File: config.mk
export PLATFORM = sky130hd
export DESIGN_NAME = digit_serial_add_sub
export DESIGN_NICKNAME = d
export VERILOG_FILES = /design/src/rtl/digit_serial_add_sub.sv
export SDC_FILE = /design/constraint.sdc
export NUM_CORES = 1
export LEC_CHECK = 0
export BUFFER_PORTS_ARGS = -buffer_cell sky130_fd_sc_hd__buf_2
export CAP_MARGIN = 20
export CORE_MARGIN = 10
export CORE_UTILIZATION = 43
export CTS_BUF_LIST = sky130_fd_sc_hd__clkbuf_16
export CTS_CLUSTER_DIAMETER = 100
export DETAILED_ROUTE_END_ITERATION = 10
export PLACE_DENSITY = 0.64
export RECOVER_POWER = 100
export SLEW_MARGIN = 0
export SYNTH_ARGS = -nofsm -noshare
export SYNTH_HDL_FRONTEND = slang
export SYNTH_SLANG_ARGS = --single-unit
File: constraint.sdc
create_clock -name clk_in -period 3.1 [get_ports clk_in]
set_input_delay 0.31 -clock clk_in [delete_from_list [all_inputs] [get_ports clk_in]]
set_output_delay 0.31 -clock clk_in [all_outputs]
set_load 0.02 [all_outputs]
File: src/rtl/digit_serial_add_sub.sv
// digit_serial_add_sub
// Multi-cycle adder/subtractor. One DIGIT-wide adder is reused once per clock,
// LSB slice first. The carry between slices is held in a flop. Control uses a
// start/busy/done handshake with the states IDLE -> RUN -> DONE.
module digit_serial_add_sub #(
    parameter int WIDTH = 16,
    parameter int DIGIT = 4
) (
    input  logic             clk_in,
    input  logic             rst_in,
    input  logic             start_in,
    input  logic             sub_in,
    input  logic [WIDTH-1:0] a_in,
    input  logic [WIDTH-1:0] b_in,
    input  logic             c_in,
    output logic             busy_out,
    output logic             done_out,
    output logic [WIDTH-1:0] sum_out,
    output logic             carry_out,
    output logic             ovf_out
);

    localparam int NDIG  = WIDTH / DIGIT;
    localparam int CNT_W = (NDIG > 1) ? $clog2(NDIG) : 1;
    localparam logic [CNT_W-1:0] LAST = CNT_W'(NDIG - 1);

    // Refuse to elaborate when the operand cannot be split into whole slices
    generate
        if (WIDTH < 1 || DIGIT < 1 || (WIDTH % DIGIT) != 0) begin : g_bad_params
            $error("digit_serial_add_sub: WIDTH must be >= 1 and a multiple of DIGIT");
        end
    endgenerate

    typedef enum logic [1:0] {
        IDLE,
        RUN,
        DONE
    } state_t;

    state_t           state;
    state_t           state_next;

    // Operand B is stored already conditioned (B or ~B), so the adder never sees sub
    logic [WIDTH-1:0] a_reg;
    logic [WIDTH-1:0] b_reg;
    logic [WIDTH-1:0] sum_reg;
    logic             carry_reg;
    logic             ovf_reg;
    logic [CNT_W-1:0] cnt;

    logic             accept;
    logic             last_slice;
    int               shamt;
    logic [DIGIT-1:0] a_slice;
    logic [DIGIT-1:0] b_slice;
    logic [DIGIT:0]   slice_full;
    logic [DIGIT-1:0] slice_sum;
    logic             slice_carry;
    logic             slice_ovf;
    logic [WIDTH-1:0] slice_mask;
    logic [WIDTH-1:0] slice_ins;
    logic [WIDTH-1:0] sum_next;

    assign accept     = start_in && (state == IDLE || state == DONE);
    assign last_slice = (cnt == LAST);

    // State register; reset takes priority over everything, including a start
    always_ff @(posedge clk_in) begin
        if (rst_in) begin
            state <= IDLE;
        end else begin
            state <= state_next;
        end
    end

    // Next-state logic: a start in DONE chains straight into another run
    always_comb begin
        state_next = state;
        case (state)
            IDLE: begin
                if (start_in) begin
                    state_next = RUN;
                end
            end
            RUN: begin
                if (last_slice) begin
                    state_next = DONE;
                end
            end
            DONE: begin
                if (start_in) begin
                    state_next = RUN;
                end else begin
                    state_next = IDLE;
                end
            end
            default: state_next = IDLE;
        endcase
    end

    // Shared slice adder: pick slice cnt of both operands and merge the result back in place
    always_comb begin
        shamt       = int'(cnt) * DIGIT;
        a_slice     = DIGIT'(a_reg >> shamt);
        b_slice     = DIGIT'(b_reg >> shamt);
        slice_full  = {1'b0, a_slice} + {1'b0, b_slice} + (DIGIT + 1)'(carry_reg);
        slice_sum   = slice_full[DIGIT-1:0];
        slice_carry = slice_full[DIGIT];
        slice_ovf   = (a_slice[DIGIT-1] == b_slice[DIGIT-1]) &&
                      (slice_sum[DIGIT-1] != a_slice[DIGIT-1]);
        slice_mask  = '0;
        slice_mask[DIGIT-1:0] = '1;
        slice_mask  = slice_mask << shamt;
        slice_ins   = '0;
        slice_ins[DIGIT-1:0] = slice_sum;
        slice_ins   = slice_ins << shamt;
        sum_next    = (sum_reg & ~slice_mask) | slice_ins;
    end

    // Datapath: latch operands and seed the carry at start, then consume one slice per RUN cycle
    always_ff @(posedge clk_in) begin
        if (rst_in) begin
            a_reg     <= '0;
            b_reg     <= '0;
            sum_reg   <= '0;
            carry_reg <= 1'b0;
            ovf_reg   <= 1'b0;
            cnt       <= '0;
        end else if (accept) begin
            a_reg     <= a_in;
            b_reg     <= sub_in ? ~b_in : b_in;
            carry_reg <= c_in ^ sub_in;
            sum_reg   <= '0;
            ovf_reg   <= 1'b0;
            cnt       <= '0;
        end else if (state == RUN) begin
            sum_reg   <= sum_next;
            carry_reg <= slice_carry;
            cnt       <= cnt + CNT_W'(1);
            if (last_slice) begin
                ovf_reg <= slice_ovf;
            end
        end
    end

    assign busy_out  = (state == RUN);
    assign done_out  = (state == DONE);
    assign sum_out   = sum_reg;
    assign carry_out = carry_reg;
    assign ovf_out   = ovf_reg;

endmodule

==> summary.md <==
| Metric | Value |
|---|---|
| Post-Syn Area per Cell | 9.23 um^2 |
| Full die area | 8970 um^2 |
| Total Routed Length | between 5 and 6 mm |
| Minimum clock period | about 2.7 ns |
| DR pass1 iterations | 4 |
| Fillers | 560 |
| Total power per unit cell area | 546 nW/um^2 |
| Peak Freq | ~370 MHz |
| Critical path fanouts, max | 4 |
| DR vias/cell | 5.11 |
| Worst setup SP type | flip-flop |
| Yosys warns | 0 |
| Slew @ Worst Pin | 1.67 ns |
| Synthesized area | 2400 um^2 |
| CTS hold repair buffers | 0 |
| Crit share post-route | 86.9% |
| Worst path required time | roughly 3.2 ns |
| RSZ-0062 raised after global routing | false |
| Grt ovf | 0 |
| Net Count, Synth | about 310 |
| Share of layout cells above drive strength 1 | 18.0% |
| WP data arrival | between 2 and 3 ns |
| Htree depth | 2 |
| Yosys reg bits | between 50 and 60 |
| Setup TNS Final | 0 ns |
| Register area share after synthesis | 45.0% |
| Routed Antenna Nets | 0 |
| Post-CTS setup buffer count | 0 |
| Final HPWL DP | 4.23 mm |
| First-pass GRT wire length | 9.02 mm |
| Largest net degree at the start of global routing | 39 |
| Initial Util | 43.9% |
| Leak pwr | 1.10 nW |
| Die Width | 94.7 um |
| Worst Hold Class | in -> reg |
| Rows | 27 |
| Cells after synthesis | 260 |
| Port-buffer cells | 56 |
| Clock-pin slew on the worst setup and hold paths | 0.07 ns |
| Die height | 94.7 um |
| CTS buffer count | 5 |
| Wire length per cell | around 15 um |
| Critical path class | reg -> reg |
| CTS tree | done |
| CP endpoint kind | flip-flop |
| Final hold vios | 0 |
| Initial antenna violation count | 0 |
| Cell area after placement | 2740 um^2 |
| Vias in the first global route | 1873 |
| Synth area leader | dfxtp_1 |
| Setup Viol. Count Final | 0 |
| Post-route DRC | 0 |
| Cts repair resizes | 0 |
| CTS Root Buffer Type | clkbuf_16 |
| Clk_lat worst skew | 0.29 ns |
| Bufs on Longest Clock Path | 2 |
| Area contributors post-synth | dfxtp_1, mux4_2, nand2_1 |
| I/O pin count | 57 |
| Final GP Congestion | around 0.76 |
| Total track usage | 12.6% |
| Post-route cell area | roughly 2800 um^2 |
| Clock skew | a little over 0.007 ns |
| Tot Pwr | between 0.0015 and 0.002 W |
| Max VDD drop | 0.315 mV |
| Failing checks | capacitance limit, slew limit |
| Area growth from synthesis to layout | 18.4% |
| Max-Cap Viols | 2 |
| Vias | 1956 |
| Fin. max-slew vios | between 60 and 70 |
| Dpl ws | about 0.5 ns |
| Iteration-0 DRC Markers | 78 |
| Antenna cells | 0 |
| Status | complete, but fails checks |
| Nets | 356 |
| Netlist cell types | 26 |
| Clock sinks | between 50 and 60 |
| Share of the synthesized area in the top cell type | 45.0% |
| Core ar. | 5470 um^2 |
| Final WS setup | 0.405 ns |
| Slew headroom | -11.0% |
==> cell usage in the layout, fill, tap and decap left out <==
cell	count
dfxtp_1	54
nand2_1	43
buf_2	35
nor2_1	34
clkbuf_1	21
a21oi_1	19
xnor2_1	17
a211oi_1	16
a22oi_1	12
mux4_2	8
ha_1	7
nand3_1	5
clkbuf_16	5
xor2_1	4
nor3_1	4
o21ai_0	4
buf_4	4
nand2b_1	3
inv_1	3
nor2b_1	2
a21o_1	2
fa_1	2
a211o_1	1
o211ai_1	1
o41ai_1	1
clkinvlp_4	1
clkinv_4	1
inv_6	1
clkbuf_2	1
==> report_power, final <==
| part | leakage (nW) | internal [W] | switching, W |
|---|---|---|---|
| registers | 0.442 | 0.000732 | 0.0000228 |
| logic | 0.584 | 0.000102 | 0.000134 |
| clock network | 0.0704 | 0.000304 | 0.000259 |
| total | 1.10 | 0.00114 | 0.000416 |
==> synth_stat cells <==
master    instances
o211ai_1          1
nand3_1           5
buf_1             3
nor3_1            4
a211oi_1         16
a21oi_1          19
xor2_1            4
a22oi_1          12
nor2b_1           2
buf_4             1
mux4_2            8
o41ai_2           1
fa_1              2
xnor2_1          17
nand2b_1          3
ha_1              7
o21ai_0           4
a211o_1           1
nor2_1           34
buf_2             6
inv_1             2
nand2_1          43
a21o_1            2
dfxtp_1          54
inv_2             1
clkbuf_1          8
==> final timing paths <==
kind	startpoint	endpoint	slack, ns	cells after the start
hold reg to reg	a_reg[1]	a_reg[1]	0.46	2
setup / recovery	cnt[0]	carry_out	0.41	7
hold / removal	a_in[4]	a_reg[4]	0.24	3
setup reg to reg	cnt[0]	carry_out	0.41	7
==> final cells by class <==
cell class              count  area [um^2]  share of cell area [%]
multi-input cells         185         1220                    43.0
flip-flops and latches     54         1080                    38.0
repair buffers             61          289                    10.2
clock buffers               5          125                    4.40
well taps                  72         90.1                    3.17
clock inverters             3         25.0                   0.880
inverters                   3         11.3                   0.396
==> stage by stage <==
| stage | util, % | instances | hold slack [ns] |
|---|---|---|---|
| global route | 52.0 | 383 | 0.243 |
| global placement | 50.0 | 375 | 0.440 |
| CTS | 52.8 | 383 | 0.242 |
| finish | 52.0 | 383 | 0.243 |
| detailed placement | 50.0 | 375 | 0.448 |
| floorplan | - | 260 | 0.433 |
==> metal layers <==
metal	global-route usage, %	part of all wire [%]	vias to the layer above
li1	-	-	1001
met1	15.1	45	890
met2	20.7	47	57
met3	4.60	6.8	8
met4	3.87	1.5	0
met5	0	0	-
==> worst max-delay path: stages, from the launching register on <==
cell and delay (ns):
dfxtp_1 0.44, mux4_2 0.55, fa_1 0.45, fa_1 0.43
a21o_1 0.18, a211o_1 0.29, o211ai_1 0.09, a21oi_1 0.08
==> logic make-up after synthesis <==
| kind of cell | count (synthesis) | synth area share [%] |
|---|---|---|
| simple gates | 91 | 15.2 |
| compound gates | 56 | 15.5 |
| flops | 54 | 45.0 |
| xor+xnor | 21 | 7.66 |
| buf+inv | 21 | 3.75 |
| fa+ha+maj | 9 | 5.32 |
| mux | 8 | 7.50 |
(Power assumes the default switching activity.)
